[config.mk]
export PLATFORM = sky130hd
export DESIGN_NAME = inv_preproc_stream
export DESIGN_NICKNAME = d
export VERILOG_FILES = /design/src/rtl/inv_preproc_stream.sv
export SDC_FILE = /design/constraint.sdc
export NUM_CORES = 1
export LEC_CHECK = 0
export ABC_AREA = 0
export CAP_MARGIN = 30
export CORE_MARGIN = 2
export CORE_UTILIZATION = 40
export DETAILED_ROUTE_END_ITERATION = 10
export SYNTH_ARGS = -nofsm -noshare
export SYNTH_HDL_FRONTEND = slang
export SYNTH_SLANG_ARGS = --single-unit
[constraint.sdc]
create_clock -name clk -period 3.96 [get_ports clk]
set_input_delay 0.792 -clock clk [delete_from_list [all_inputs] [get_ports clk]]
set_output_delay 0.792 -clock clk [all_outputs]
set_load 0.02 [all_outputs]
[src/rtl/inv_preproc_stream.sv]
// Streaming unit-delay inverse predictor. Each accepted symbol is turned back into a sample,
// either as a raw block reference, as a bypass copy, or by adding a decoded residual to x_prev.
module inv_preproc_stream #(
  parameter int N = 10,
  parameter int J = 32
) (
  input  logic         clk,
  input  logic         reset,
  input  logic         ref_en,
  input  logic         bypass,
  input  logic         s_valid,
  output logic         s_ready,
  input  logic [N-1:0] s_data,
  output logic         m_valid,
  input  logic         m_ready,
  output logic [N-1:0] m_data,
  output logic         m_last,
  output logic [15:0]  blk_cnt
);

  localparam int IW = $clog2(J);
  localparam logic [N-1:0] XMAX = '1;

  typedef enum logic {ST_REF, ST_DATA} state_t;

  state_t         state;
  logic [N-1:0]   x_prev;
  logic [IW-1:0]  idx;
  logic           byp_q;

  logic           s_xfer;
  logic [N:0]     xp_w, comp_w, theta_w, two_theta_w, s_w, mag_w;
  logic [N+1:0]   sum_w;
  logic           lower_w, use_raw;
  logic [N-1:0]   pred_w, x_w;

  assign s_ready = !m_valid || m_ready;
  assign s_xfer  = s_valid && s_ready;

  always_comb begin
    xp_w        = {1'b0, x_prev};
    comp_w      = {1'b0, XMAX} - xp_w;
    lower_w     = (xp_w <= comp_w);
    theta_w     = lower_w ? xp_w : comp_w;
    two_theta_w = theta_w << 1;
    s_w         = {1'b0, s_data};
    // Odd symbols map to negative residuals of magnitude (s+1)/2.
    mag_w       = (s_w + (N+1)'(s_data[0])) >> 1;
    sum_w       = s_data[0] ? ({1'b0, xp_w} - {1'b0, mag_w})
                            : ({1'b0, xp_w} + {1'b0, mag_w});
    if (s_w <= two_theta_w)
      pred_w = sum_w[N-1:0];
    else
      pred_w = lower_w ? s_data : (XMAX - s_data);
    // Mode inputs are only looked at on the block's first transfer.
    if (state == ST_REF)
      use_raw = ref_en || bypass;
    else
      use_raw = byp_q;
    x_w = use_raw ? s_data : pred_w;
  end

  always_ff @(posedge clk or posedge reset) begin
    if (reset) begin
      state   <= ST_REF;
      m_valid <= 1'b0;
      m_data  <= '0;
      m_last  <= 1'b0;
      blk_cnt <= '0;
      x_prev  <= '0;
      idx     <= '0;
      byp_q   <= 1'b0;
    end else if (s_xfer) begin
      m_valid <= 1'b1;
      m_data  <= x_w;
      x_prev  <= x_w;
      if (state == ST_REF) begin
        byp_q  <= bypass;
        idx    <= IW'(1);
        state  <= ST_DATA;
        m_last <= 1'b0;
      end else if (idx == IW'(J-1)) begin
        m_last  <= 1'b1;
        blk_cnt <= blk_cnt + 16'd1;
        idx     <= '0;
        state   <= ST_REF;
      end else begin
        idx    <= idx + IW'(1);
        m_last <= 1'b0;
      end
    end else if (m_valid && m_ready) begin
      m_valid <= 1'b0;
      m_last  <= 1'b0;
    end
  end

endmodule

==> impl_metrics.xml, run 1 <==
<?xml version="1.0" encoding="UTF-8"?>
<metrics>
  <group name="status">
    <metric name="run_status" unit="">finished, violations left</metric>
    <metric name="violations" unit="">design-rule violations</metric>
  </group>
  <group name="timing">
    <metric name="hold_violations" unit="">0</metric>
    <metric name="timing.slew.headroom" unit="%">51.86</metric>
    <metric name="finalWorstPathRequiredPeriod" unit="ps">3752</metric>
    <metric name="timing.final.crit_share" unit="%">94.75</metric>
    <metric name="number_of_setup_violations_in_the_final_report" unit="">0</metric>
    <metric name="fin_ws" unit="ps">207.8</metric>
    <metric name="worstMarginPinSlew" unit="ps">722.1</metric>
    <metric name="highest_achievable_clock_rate" unit="MHz">266.5</metric>
    <metric name="rsz_0062_raised_after_global_routing" unit="">no</metric>
    <metric name="timing_max_transition_violations_final" unit="">0</metric>
    <metric name="fin_worst_skew" unit="ps">2.348</metric>
  </group>
  <group name="setup_path">
    <metric name="cp_max_fo" unit="">5</metric>
    <metric name="timing.critical_path.arrival" unit="ps">3920</metric>
    <metric name="worst-r2r-setup-slack" unit="ps">760</metric>
    <metric name="path_cells" unit="">clkdlybuf4s50_1, ha_1, xnor2_1, o21ai_0, a22oi_1, xor2_1, ha_1, o21a_1, o31a_1, o31ai_1, nand2b_1, a41oi_1, xnor2_1, a221o_1</metric>
    <metric name="criticalPathCategory" unit="">input pin to flop</metric>
    <metric name="regToRegEndpoint" unit="">x_prev[7]$_DFFE_PP0P_</metric>
    <metric name="critical_path_sink_type" unit="">flop</metric>
    <metric name="regToRegStartpoint" unit="">x_prev[9]$_DFFE_PP0P_</metric>
    <metric name="critical-path-slowest-cell" unit="">sky130_fd_sc_hd__clkdlybuf4s50_1</metric>
    <metric name="worstSetupStartpointType" unit="">input pin</metric>
    <metric name="critPathRequiredTime" unit="ps">4130</metric>
    <metric name="critical_path_max_stage_delay" unit="ps">530</metric>
    <metric name="worstRegToRegCells" unit="">9</metric>
  </group>
  <group name="power">
    <metric name="power.leakage" unit="nW">1.508</metric>
    <metric name="cellInternalPower" unit="mW">1.285</metric>
    <metric name="power.combinational.fraction" unit="%">60.2</metric>
    <metric name="power_frac_clock" unit="%">14.0</metric>
    <metric name="swShare" unit="%">43.41</metric>
    <metric name="p_switching" unit="mW">0.9855</metric>
    <metric name="post-layout-total-power" unit="mW">2.270</metric>
    <metric name="power_per_cell_area" unit="nW/um2">667.4</metric>
    <metric name="share_seq_of_total_power" unit="%">25.8</metric>
    <metric name="power.ir.vdd_worst" unit="mV">0.3600</metric>
  </group>
  <group name="synth">
    <metric name="synth.distinct_cells" unit="">46</metric>
    <metric name="yosys-top-cells-count" unit="">sky130_fd_sc_hd__dfrtp_1 (35), sky130_fd_sc_hd__nand2_1 (35), sky130_fd_sc_hd__xnor2_1 (31)</metric>
    <metric name="synth_warnings" unit="">0</metric>
    <metric name="ys_seq_area_share" unit="%">32.66</metric>
    <metric name="top_reg_cell_synth" unit="">sky130_fd_sc_hd__dfrtp_1</metric>
    <metric name="synthesis.area" unit="um2">2681</metric>
    <metric name="synth_nets" unit="">347</metric>
    <metric name="ys_ff_latch" unit="">35</metric>
    <metric name="yosys-top-cells-area" unit="">sky130_fd_sc_hd__dfrtp_1 (33%), sky130_fd_sc_hd__ha_1 (11%), sky130_fd_sc_hd__xnor2_1 (10%), sky130_fd_sc_hd__nand2_1 (4.9%), sky130_fd_sc_hd__a21oi_1 (4.3%)</metric>
    <metric name="synth_top_cell_by_area" unit="">sky130_fd_sc_hd__dfrtp_1</metric>
    <metric name="synth_async_sr_flop_share" unit="%">100.0</metric>
    <metric name="synth_top_area_share" unit="%">32.66</metric>
    <metric name="synthesis.area_per_instance" unit="um2">8.734</metric>
    <metric name="synth-edff-count" unit="">0</metric>
    <metric name="synthesis.instances" unit="">307</metric>
  </group>
  <group name="grt">
    <metric name="antenna_found_initial" unit="">0</metric>
    <metric name="grt_overall_usage" unit="%">17.84</metric>
    <metric name="grt_first_pass_wirelength" unit="um">10630</metric>
    <metric name="grt_max_degree" unit="">36</metric>
    <metric name="globalRouteOverflowTotal" unit="">0</metric>
    <metric name="via_count_of_the_first_global_routing_pass" unit="">2273</metric>
  </group>
  <group name="floorplan">
    <metric name="fp.dieH" unit="um">85.88</metric>
    <metric name="start_util" unit="%">41.75</metric>
    <metric name="rows" unit="">29</metric>
    <metric name="fp.coreArea" unit="um2">6422</metric>
    <metric name="chipWidth" unit="um">85.88</metric>
    <metric name="die_area" unit="um2">7375</metric>
    <metric name="io_pins" unit="">45</metric>
  </group>
  <group name="drt">
    <metric name="routed-via-count" unit="">2351</metric>
    <metric name="detail_route.wirelength" unit="um">6191</metric>
    <metric name="post_drt_wl_per_cell" unit="um">14.07</metric>
    <metric name="detailroute.wirelength.met2" unit="um">2883</metric>
    <metric name="drtIter0Drc" unit="">128</metric>
    <metric name="routed-wl-met3" unit="um">181</metric>
    <metric name="vias_per_cell" unit="">5.343</metric>
    <metric name="antenna_left" unit="">0</metric>
    <metric name="remaining_drc_errors" unit="">3</metric>
    <metric name="wire_length_the_detailed_router_placed_on_met1" unit="um">3093</metric>
    <metric name="top_layer_used" unit="">met4</metric>
    <metric name="firstDrtPassIters" unit="">7</metric>
  </group>
  <group name="cells_and_area">
    <metric name="insertedDiodeCount" unit="">0</metric>
    <metric name="proportion_of_layout_cells_with_a_drive_suffix_above_1" unit="%">8.540</metric>
    <metric name="final_core_utilization" unit="%">52.97</metric>
    <metric name="final_cell_area" unit="um2">3402</metric>
    <metric name="nNetsFinal" unit="">402</metric>
    <metric name="layout.cells.non_filler" unit="">440</metric>
    <metric name="area_growth" unit="%">26.88</metric>
  </group>
  <group name="placed_design">
    <metric name="placement.io_buffers" unit="">44</metric>
    <metric name="dp.cells" unit="">432</metric>
    <metric name="placement.setup.worst_slack" unit="ps">-59.38</metric>
    <metric name="hpwl" unit="um">4851</metric>
    <metric name="place_area" unit="um2">3289</metric>
    <metric name="gpl.final_weighted_congestion" unit="">0.8648</metric>
  </group>
  <group name="min_path">
    <metric name="hold_path.startpoint" unit="">blk_cnt[15]$_DFFE_PP0P_</metric>
    <metric name="min_path_type" unit="">flop to flop</metric>
    <metric name="hold-path-endpoint" unit="">blk_cnt[15]$_DFFE_PP0P_</metric>
    <metric name="hold_path_depth" unit="">1</metric>
  </group>
  <group name="clock_network">
    <metric name="cts-root-to-sink-buffers" unit="">2</metric>
    <metric name="cts-buffers-inserted" unit="">5</metric>
    <metric name="cts_resized" unit="">0</metric>
    <metric name="clk-insertion-delay-late" unit="ps">280</metric>
    <metric name="tritoncts" unit="">built</metric>
    <metric name="cts.repair_timing.setup_buffer_count" unit="">0</metric>
    <metric name="cts_sinks" unit="">35</metric>
    <metric name="htree_num_levels" unit="">2</metric>
    <metric name="clk_root_buffer_cell" unit="">sky130_fd_sc_hd__clkbuf_8</metric>
    <metric name="clkTransAtPathRegs" unit="ps">70</metric>
    <metric name="hold_buffers" unit="">0</metric>
  </group>
  <group name="run">
    <metric name="cap_viol_max_count" unit="">0</metric>
  </group>
</metrics>
[through the flow]
stage	hold WS, ps	TNS [ps]
2_1_floorplan	445.3	0
3_3_place_gp	457.1	0
3_5_place_dp	470.2	-59.38
4_1_cts	480.7	0
5_1_grt	508.3	0
6_report	473.0	0
[worst max-delay path: cells and delay by family]
family / cells / cell delay, ps
AOI/OAI and AO/OA: 7 / 1470
buffers and inverters: 1 / 530
adders and majority gates: 2 / 560
and+or+nand+nor: 1 / 130
xor gates and xnor gates: 3 / 440
[state kept, by name, indices dropped and copies added (netlist names)]
register,count
m_valid,1
m_last,1
idx,5
x_prev,10
blk_cnt,16
state,1
byp_q,1
[worst max-delay path by stage]
stage	startpoint	to	slack [ps]	cells past startpoint
floorplan	s_data[0]	x_prev[9]$_DFFE_PP0P_	680	13
global placement	s_data[1]	x_prev[9]$_DFFE_PP0P_	50	14
detailed placement	s_data[1]	x_prev[9]$_DFFE_PP0P_	-60	14
CTS	s_data[1]	x_prev[9]$_DFFE_PP0P_	240	14
global route	s_data[1]	x_prev[9]$_DFFE_PP0P_	8	14
finish	s_data[1]	x_prev[9]$_DFFE_PP0P_	210	14
[layer usage]
layer / vias to the layer above / track usage, %
li1: 1199 / -
met1: 1109 / 25.62
met2: 39 / 28.26
met3: 4 / 3.561
met4: 0 / 3.030
met5: - / 0
[kinds of logic (layout without fill, tap and decap cells)]
logic type | Yosys count | in the layout | share of synthesized area [%]
muxes | 4 | 4 | 1.587
buffers and inverters | 25 | 81 | 3.640
xor gates and xnor gates | 40 | 40 | 13.07
and+or+nand+nor | 108 | 108 | 19.88
adders and majority gates | 24 | 24 | 11.48
DFF | 35 | 35 | 32.66
AOI/OAI and AO/OA | 71 | 71 | 17.69
[layout make-up]
cell class	instances	area, um2
inverters	13	48.80
repair buffers	60	560.5
multi-input cells	247	1708
clock inverters	3	43.79
flip-flops and latches	35	875.8
well taps	77	96.34
fillers	595	3020
clock buffers	5	68.82
[layout by cell type, fill, tap and decap left out, types with 2 or more instances in the layout]
cell type | synthesis | routed
sky130_fd_sc_hd__nor2_1 | 24 | 24
sky130_fd_sc_hd__o21a_1 | 5 | 5
sky130_fd_sc_hd__dfrtp_1 | 35 | 35
sky130_fd_sc_hd__a211oi_1 | 2 | 2
sky130_fd_sc_hd__xnor2_1 | 31 | 31
sky130_fd_sc_hd__nand4_1 | 5 | 5
sky130_fd_sc_hd__or4_1 | 2 | 2
sky130_fd_sc_hd__ha_1 | 23 | 23
sky130_fd_sc_hd__a21o_1 | 2 | 2
sky130_fd_sc_hd__a221o_1 | 6 | 6
sky130_fd_sc_hd__and2_1 | 3 | 3
sky130_fd_sc_hd__o21bai_1 | 2 | 2
sky130_fd_sc_hd__nand2_1 | 35 | 35
sky130_fd_sc_hd__o21ai_0 | 12 | 12
sky130_fd_sc_hd__clkbuf_8 | 0 | 5
sky130_fd_sc_hd__o211ai_1 | 2 | 2
sky130_fd_sc_hd__or3_1 | 3 | 3
sky130_fd_sc_hd__mux2_2 | 2 | 2
sky130_fd_sc_hd__o31ai_1 | 5 | 5
sky130_fd_sc_hd__o22ai_1 | 2 | 2
sky130_fd_sc_hd__nand2b_1 | 4 | 4
sky130_fd_sc_hd__xor2_1 | 9 | 9
sky130_fd_sc_hd__and3_1 | 8 | 8
sky130_fd_sc_hd__mux2i_1 | 2 | 2
sky130_fd_sc_hd__a41oi_1 | 3 | 3
sky130_fd_sc_hd__nand3_1 | 12 | 12
sky130_fd_sc_hd__nor2b_1 | 4 | 4
sky130_fd_sc_hd__nor3_1 | 3 | 3
sky130_fd_sc_hd__inv_1 | 13 | 13
sky130_fd_sc_hd__clkdlybuf4s50_1 | 0 | 44
sky130_fd_sc_hd__buf_4 | 0 | 16
sky130_fd_sc_hd__a21oi_1 | 23 | 23
[power by group through the flow]
stage          registers [mW]  clock network [mW]  logic [mW]
6_report                0.586               0.319        1.37
5_1_grt                 0.603               0.347        1.54
4_1_cts                 0.587               0.334        1.37
3_3_place_gp            0.593                   0        1.35
3_5_place_dp            0.592                   0        1.36
2_1_floorplan           0.605                   0       0.931
(Power assumes the default switching activity.)
==> run 2, diff against run 1 <==
==> constraint.sdc (replaced) <==
create_clock -name clk -period 4.1 [get_ports clk]
set_input_delay 0.82 -clock clk [delete_from_list [all_inputs] [get_ports clk]]
set_output_delay 0.82 -clock clk [all_outputs]
set_load 0.02 [all_outputs]
==> run 2 against run 1 <==
Net effect:
- critical path type unchanged
- largest power group unchanged
- routed wire length grew 1.7%
- flip-flop and latch count is the same
- hold slack lost 5.6 ps
- the flow still finishes with violations (design-rule violations)
==> impl_metrics.xml, run 2 (same netlist as run 1, synthesis figures left out) <==
<?xml version="1.0" encoding="UTF-8"?>
<metrics>
  <group name="power">
    <metric name="cellInternalPower" unit="mW">1.164</metric>
    <metric name="power_per_cell_area" unit="nW/um2">629.3</metric>
    <metric name="power.leakage" unit="nW">1.476</metric>
    <metric name="power.ir.vdd_worst" unit="mV">0.3727</metric>
    <metric name="power_frac_clock" unit="%">11.5</metric>
    <metric name="p_switching" unit="mW">0.9451</metric>
    <metric name="power.combinational.fraction" unit="%">62.8</metric>
    <metric name="swShare" unit="%">44.81</metric>
    <metric name="share_seq_of_total_power" unit="%">25.7</metric>
  </group>
  <group name="cells_and_area">
    <metric name="nNetsFinal" unit="">399</metric>
    <metric name="final_cell_area" unit="um2">3352</metric>
    <metric name="proportion_of_layout_cells_with_a_drive_suffix_above_1" unit="%">7.500</metric>
    <metric name="final_core_utilization" unit="%">52.19</metric>
    <metric name="max_flop_register" unit="">blk_cnt</metric>
    <metric name="largest_registers" unit="">blk_cnt (16), x_prev (10), idx (5)</metric>
    <metric name="largest_register_ff_count" unit="">16</metric>
    <metric name="layout_commonest_cell" unit="">sky130_fd_sc_hd__clkdlybuf4s50_1</metric>
    <metric name="insertedDiodeCount" unit="">0</metric>
    <metric name="mostFrequentLayoutCells" unit="">sky130_fd_sc_hd__clkdlybuf4s50_1 (44), sky130_fd_sc_hd__nand2_1 (35), sky130_fd_sc_hd__dfrtp_1 (35), sky130_fd_sc_hd__xnor2_1 (31), sky130_fd_sc_hd__nor2_1 (24)</metric>
    <metric name="area_growth" unit="%">25.01</metric>
  </group>
  <group name="timing">
    <metric name="fin_worst_skew" unit="ps">5.725</metric>
    <metric name="timing.slew.headroom" unit="%">63.89</metric>
    <metric name="finalWorstPathRequiredPeriod" unit="ps">3832</metric>
    <metric name="number_of_setup_violations_in_the_final_report" unit="">0</metric>
    <metric name="timing.final.crit_share" unit="%">93.45</metric>
    <metric name="hold_violations" unit="">0</metric>
    <metric name="highest_achievable_clock_rate" unit="MHz">261.0</metric>
    <metric name="hold_ws" unit="ps">467.4</metric>
    <metric name="worstMarginPinSlew" unit="ps">536.0</metric>
    <metric name="timing_max_transition_violations_final" unit="">0</metric>
    <metric name="rsz_0062_raised_after_global_routing" unit="">no</metric>
    <metric name="fin_ws" unit="ps">268.4</metric>
  </group>
  <group name="placed_design">
    <metric name="place_area" unit="um2">3267</metric>
    <metric name="placement.setup.worst_slack" unit="ps">-22.19</metric>
    <metric name="hpwl" unit="um">4926</metric>
    <metric name="placement.io_buffers" unit="">44</metric>
    <metric name="gpl.final_weighted_congestion" unit="">0.8672</metric>
  </group>
  <group name="setup_path">
    <metric name="worstSetupStartpointType" unit="">input pin</metric>
    <metric name="path_common_cell" unit="">sky130_fd_sc_hd__xnor2_1</metric>
    <metric name="path_cells" unit="">clkdlybuf4s50_1, ha_1, xnor2_1, and2_1, a21oi_1, xnor2_1, ha_1, o21a_1, o31a_1, o31ai_1, nand2b_1, a41oi_1, xnor2_1, a221o_1</metric>
    <metric name="worst-r2r-setup-slack" unit="ps">1220</metric>
    <metric name="critical_path_max_stage_delay" unit="ps">580</metric>
    <metric name="critical-path-slowest-cell" unit="">sky130_fd_sc_hd__clkdlybuf4s50_1</metric>
    <metric name="critical_path_sink_type" unit="">flop</metric>
    <metric name="cp_max_fo" unit="">5</metric>
    <metric name="criticalPathCategory" unit="">input pin to flop</metric>
    <metric name="critPathRequiredTime" unit="ps">4270</metric>
    <metric name="timing.critical_path.arrival" unit="ps">4000</metric>
  </group>
  <group name="drt">
    <metric name="antenna_left" unit="">0</metric>
    <metric name="post_drt_wl_per_cell" unit="um">14.41</metric>
    <metric name="drtIter0Drc" unit="">99</metric>
    <metric name="vias_per_cell" unit="">5.414</metric>
    <metric name="routed-via-count" unit="">2366</metric>
    <metric name="firstDrtPassIters" unit="">9</metric>
    <metric name="remaining_drc_errors" unit="">3</metric>
    <metric name="detail_route.wirelength" unit="um">6298</metric>
  </group>
  <group name="grt">
    <metric name="grt_max_degree" unit="">36</metric>
    <metric name="grt_overall_usage" unit="%">18.12</metric>
    <metric name="globalRouteOverflowTotal" unit="">0</metric>
    <metric name="grt_first_pass_wirelength" unit="um">10830</metric>
    <metric name="via_count_of_the_first_global_routing_pass" unit="">2270</metric>
    <metric name="antenna_found_initial" unit="">0</metric>
  </group>
  <group name="clock_network">
    <metric name="htree_num_levels" unit="">2</metric>
    <metric name="hold_buffers" unit="">0</metric>
    <metric name="clk_root_buffer_cell" unit="">sky130_fd_sc_hd__clkbuf_8</metric>
    <metric name="cts.repair_timing.setup_buffer_count" unit="">0</metric>
    <metric name="clk-insertion-delay-late" unit="ps">280</metric>
    <metric name="cts_sinks" unit="">35</metric>
    <metric name="clkTransAtPathRegs" unit="ps">70</metric>
    <metric name="cts-root-to-sink-buffers" unit="">2</metric>
    <metric name="cts-buffers-inserted" unit="">5</metric>
    <metric name="cts_resized" unit="">0</metric>
    <metric name="tritoncts" unit="">built</metric>
  </group>
  <group name="floorplan">
    <metric name="die_area" unit="um2">7375</metric>
    <metric name="chipWidth" unit="um">85.88</metric>
    <metric name="rows" unit="">29</metric>
    <metric name="start_util" unit="%">41.75</metric>
    <metric name="io_pins" unit="">45</metric>
    <metric name="fp.coreArea" unit="um2">6422</metric>
    <metric name="fp.dieH" unit="um">85.88</metric>
  </group>
  <group name="status">
    <metric name="run_status" unit="">finished, violations left</metric>
    <metric name="violations" unit="">design-rule violations</metric>
  </group>
  <group name="run">
    <metric name="cap_viol_max_count" unit="">0</metric>
  </group>
  <group name="min_path">
    <metric name="min_path_type" unit="">flop to flop</metric>
  </group>
</metrics>
-- run 2: power by group through the flow --
stage | Sequential (mW) | Combinational (mW) | Clock (mW)
finish | 0.542 | 1.32 | 0.243
global route | 0.557 | 1.49 | 0.269
CTS | 0.543 | 1.33 | 0.251
detailed placement | 0.548 | 1.32 | 0
global placement | 0.548 | 1.30 | 0
floorplan | 0.584 | 0.899 | 0
-- run 2: critical path, delay by kind of cell --
kind                       cells  cell delay [ps]
AOI/OAI and AO/OA              6             1250
xor gates and xnor gates       3              400
adders and majority gates      2              630
buffers and inverters          1              580
and+or+nand+nor                2              310
-- run 2: path summary, 6_finish.rpt --
| check | cells after the start | from | to |
|---|---|---|---|
| max | 14 | s_data[1] | x_prev[9]$_DFFE_PP0P_ |
| min | 1 | blk_cnt[15]$_DFFE_PP0P_ | blk_cnt[15]$_DFFE_PP0P_ |
| max reg2reg | 10 | x_prev[9]$_DFFE_PP0P_ | x_prev[8]$_DFFE_PP0P_ |
| min reg2reg | 1 | blk_cnt[15]$_DFFE_PP0P_ | blk_cnt[15]$_DFFE_PP0P_ |
| max in group asynchronous | 3 | reset | x_prev[3]$_DFFE_PP0P_ |
| min in group asynchronous | 3 | reset | x_prev[8]$_DFFE_PP0P_ |
-- run 2: through the flow --
stage / std cells / total power [mW] / TNS, ps
2_1_floorplan: 307 / 1.483 / 0
3_3_place_gp: 429 / 1.848 / 0
3_5_place_dp: 429 / 1.872 / -22.19
4_1_cts: 437 / 2.126 / 0
5_1_grt: 437 / 2.314 / 0
6_report: 437 / 2.109 / 0
-- run 2: final cells by class --
type,count,area [um2]
flip-flops and latches,35,875.8
well taps,77,96.34
clock inverters,2,12.51
repair buffers,57,538.0
inverters,13,48.80
fillers,633,3070
clock buffers,6,72.57
multi-input cells,247,1708
-- run 2: metal layers --
metal	GRT usage, %	vias to the layer above	share of wire (%)
met3	3.754	4	3.5
li1	-	1203	-
met2	30.09	39	47
met1	24.95	1120	49
met5	0	-	0
met4	2.597	0	0.64
==> patch 1: new RTL, flow settings as in run 2 <==
`J`: 32 -> 128.
--- a/src/rtl/inv_preproc_stream.sv
+++ b/src/rtl/inv_preproc_stream.sv
@@ -2,7 +2,7 @@
 // either as a raw block reference, as a bypass copy, or by adding a decoded residual to x_prev.
 module inv_preproc_stream #(
   parameter int N = 10,
-  parameter int J = 32
+  parameter int J = 128
 ) (
   input  logic         clk,
   input  logic         reset,
Formal check against the unedited RTL: no difference found for any inputs over 10 cycles, from zero or initial values and one cycle with reset high; that may be too few to reach the edited logic, so the function may still have changed.
==> patch 1 against run 2 <==
Final area is 4.1% higher. Synthesized area is 6.4% higher. Fmax is 5.5% higher. Total power is 2.6% higher. First-iteration DRC count is 62% higher. Sequential cell count is 2 higher. Wire length is 6.5% higher. Core utilization is 1.1 points lower. Setup slack better by 0.20 ns. Global-route usage is 0.93 points higher. Largest cell class unchanged. Largest power group unchanged. Highest routed layer unchanged.
==> patch 1: results <==
set metrics [dict create \
    cp_top_family "compound AO/OA/AOI/OAI gates" \
    synth.distinct_cells 59 \
    max_freq_mhz 275 \
    first_pass_iters 4 \
    r2r_cells 8 \
    viasPerCell 5.23 \
    nets 400 \
    cellLeakagePower_uw 0.00151 \
    use_met3 0.0271 \
    dp.final_hpwl_um 5010 \
    dp_slack_ns 0.189 \
    dpl_cell_area_sq_mm 0.00337 \
    cp.arrival_ns 3.83 \
    grt_pass1_vias 2458 \
    drive_gt1_frac 0.0773 \
    path_max_fanout 4 \
    ir_drop_uv 239 \
    drt_iter0_drc 160 \
    power_uw 2160 \
    p_seq_uw 575 \
    wl_um 6710 \
    syn_nets 352 \
    wl_met3_um 336 \
    tightest_slew_ns 0.799 \
    grt_pass1_wl_um 11800 \
    cp-endpoint "x_prev[7]$_DFFE_PP0P_" \
    ys_seq_area_frac 0.324 \
    netlist_instances 313 \
    numPortBuffers 44 \
    wl_met2_um 3010 \
    clock_skew_ns 0.00611 \
    status "finished clean" \
    place.gp.congestion 0.867 \
    timing.hold.ws_ns 0.479 \
    grt_max_degree 38 \
    powerComb_uw 1270 \
    wl_per_cell_um 14.6 \
    synth_area_leaders "dfrtp_1, ha_1, xnor2_1, xor2_1, nor2_1" \
    dp_cells 450 \
    synthTopCellsByCount "dfrtp_1, nor2_1, nand2_1, xnor2_1, ha_1" \
    met1Wirelength_um 3280 \
    top_regs "blk_cnt (16), x_prev (10), idx (7)" \
]
[patch 1: cell types whose count changed after synthesis, moves of 6 or more]
cell / run 2 / this run
xor2_1: 9 / 17
nor2_1: 24 / 31
a21oi_1: 23 / 17
a221o_1: 6 / 0
[patch 1: cell type report]
cell class | instances | area [sq um]
fillers | 686 | 3340
multi-input cells | 253 | 1790
flip-flops and latches | 37 | 926
repair buffers | 50 | 485
well taps | 96 | 120
clock buffers | 5 | 68.8
inverters | 14 | 52.6
clock inverters | 3 | 46.3
[patch 1: cell families after synthesis]
| group | Yosys count | synth area share |
|---|---|---|
| and+or+nand+nor | 112 | 0.204 |
| AOI/OAI and AO/OA | 67 | 0.158 |
| xor gates and xnor gates | 48 | 0.150 |
| DFF | 37 | 0.324 |
| buffers and inverters | 23 | 0.0487 |
| adders and majority gates | 23 | 0.103 |
| muxes | 3 | 0.0114 |
==> patch 2: new RTL, config.mk and constraints of run 2 <==
Without the edit above. Put one more register stage on the output `blk_cnt`, with the module's reset. The value now appears one clock later. The other outputs are not delayed to match.
--- a/src/rtl/inv_preproc_stream.sv
+++ b/src/rtl/inv_preproc_stream.sv
@@ -22,6 +22,8 @@
   localparam logic [N-1:0] XMAX = '1;
 
   typedef enum logic {ST_REF, ST_DATA} state_t;
+
+  logic [15:0] blk_cnt_s0;
 
   state_t         state;
   logic [N-1:0]   x_prev;
@@ -66,7 +68,7 @@
       m_valid <= 1'b0;
       m_data  <= '0;
       m_last  <= 1'b0;
-      blk_cnt <= '0;
+      blk_cnt_s0 <= '0;
       x_prev  <= '0;
       idx     <= '0;
       byp_q   <= 1'b0;
@@ -81,7 +83,7 @@
         m_last <= 1'b0;
       end else if (idx == IW'(J-1)) begin
         m_last  <= 1'b1;
-        blk_cnt <= blk_cnt + 16'd1;
+        blk_cnt_s0 <= blk_cnt_s0 + 16'd1;
         idx     <= '0;
         state   <= ST_REF;
       end else begin
@@ -94,5 +96,13 @@
     end
   end
 
+  always_ff @(posedge clk or posedge reset) begin
+    if (reset) begin
+      blk_cnt <= '0;
+    end else begin
+      blk_cnt <= blk_cnt_s0;
+    end
+  end
+
 endmodule
 
Formal check against the unedited RTL: no difference found for any inputs over 4 cycles, from zero or initial values and one cycle with reset high; that may be too few to reach the edited logic, so the function may still have changed.
==> patch 2 against run 2 <==
Critical path depth grew 1. Total power grew 16%. Synthesized area grew 17%. Wire length grew 6.0%. Clock skew shrank 0.00072 ns. Die area grew 16%. Final area grew 17%. Fmax is essentially flat. Synthesized cell count grew 8.5%. Sequential cell count grew 16. Setup slack gained 0.0028 ns. Global-route usage shrank 1.9 points. Critical path type unchanged. Highest routed layer unchanged.
==> patch 2: results <==
set metrics [dict create \
    viasPerCell 5.03 \
    cellLeakagePower_uw 0.00173 \
    hold_class "flip-flop to flip-flop" \
    top_regs "blk_cnt (16), blk_cnt_s0 (16), x_prev (10)" \
    relSlewSlack 0.571 \
    synth_area_leaders "dfrtp_1, xnor2_1, ha_1, nand2_1, xor2_1" \
    grt_pass1_wl_um 11300 \
    drv_cap 0 \
    antenna_found_initial 0 \
    grt_max_degree 37 \
    cts-root-buf "clkbuf_8" \
    reg2reg_to "x_prev[0]$_DFFE_PP0P_" \
    dp_cells 484 \
    grt_pass1_vias 2333 \
    slowest_delay_ns 0.53 \
    dpl_cell_area_sq_mm 0.00379 \
    numPortBuffers 44 \
    status "finished clean" \
    wl_um 6680 \
    path_max_fanout 4 \
    vias 2471 \
    ctsHtreeMaxLevel 2 \
    path_clk_slew_ns 0.09 \
    first_pass_iters 4 \
    r2r_cells 10 \
    cp_top_family "simple AND/OR/NAND/NOR gates" \
    syn_nets 373 \
    clock_latency_ns 0.29 \
    netlist_instances 333 \
    ys_seq_area_frac 0.406 \
    drive_gt1_frac 0.0848 \
    min_path_cells 0 \
    track_usage 0.162 \
    n_fill_cell 722 \
    yosys_warnings 0 \
    dp.final_hpwl_um 5060 \
    clock_path_buffers 2 \
    min_to "blk_cnt[15]$_DFF_PP0_" \
    synthTopCellsByCount "dfrtp_1, nand2_1, xnor2_1, nor2_1, ha_1" \
    ff2ff_setup_slack_ns 1.43 \
    dp_slack_ns -0.148 \
    clock_skew_ns 0.00501 \
    drt_iter0_drc 87 \
    ys_async_sr_fraction 1.00 \
    design_area_sq_mm 0.00392 \
    cp_slowest_cell "clkdlybuf4s50_1" \
    diodes 0 \
    synth.distinct_cells 44 \
    nets 429 \
    place.gp.congestion 0.838 \
    synth_top_flop_cell "dfrtp_1" \
    timing.hold.ws_ns 0.409 \
    hold_start "blk_cnt_s0[15]$_DFFE_PP0P_" \
    r2r_start "x_prev[9]$_DFFE_PP0P_" \
    ir_drop_uv 282 \
    cts_buffers 5 \
    cp.arrival_ns 3.99 \
]
[patch 2: cell types whose count changed after synthesis, sizes merged, moves of 4 or more]
cell	run 2	this run
nand2	36	40
o31ai	5	1
nor2	24	28
inv	13	9
dfrtp	35	51
xor2	9	13
o21ai	12	20
xnor2	31	38
a221o	6	1
[patch 2: per-layer routing]
metal	wire [um]	up-vias	global-route usage
met4	25	0	0.0221
met3	145	2	0.0252
li1	-	1269	-
met1	3530	1170	0.249
met5	0	-	0
met2	2980	30	0.249
[patch 2: final cells by class]
class,instances,area share
clock buffers,5,0.0176
clock inverters,2,0.00958
inverters,9,0.00862
multi-input cells,261,0.458
flip-flops and latches,51,0.326
well taps,102,0.0326
repair buffers,61,0.148
[patch 2: cells by family after synthesis]
group           synth area share
mux                       0.0163
flops                      0.406
buf+inv                   0.0283
simple gates               0.183
xor+xnor                   0.148
fa+ha+maj                 0.0980
compound gates             0.120
[patch 2: where the power goes]
part	internal (uW)	leakage [uW]	switching, uW
clock network	178	0.0000502	157
registers	588	0.000666	128
logic	676	0.00102	727
[patch 2: worst max path at each step]
stage,endpoint,from,slack [ns],depth (start not counted)
after global placement,x_prev[8]$_DFFE_PP0P_,s_data[0],-0.08,15
final,x_prev[8]$_DFFE_PP0P_,s_data[0],0.27,15
after floorplan,x_prev[8]$_DFFE_PP0P_,s_data[0],0.45,14
after global routing,x_prev[8]$_DFFE_PP0P_,s_data[0],0.03,15
after detailed placement,x_prev[8]$_DFFE_PP0P_,s_data[0],-0.15,15
after CTS,x_prev[8]$_DFFE_PP0P_,s_data[0],0.16,15
[patch 2: what timing repair did]
item	in CTS	in global routing
setup endpoints to repair	0	1
hold buffers	0	0
gates resized for setup	0	3
buffers inserted	0	0
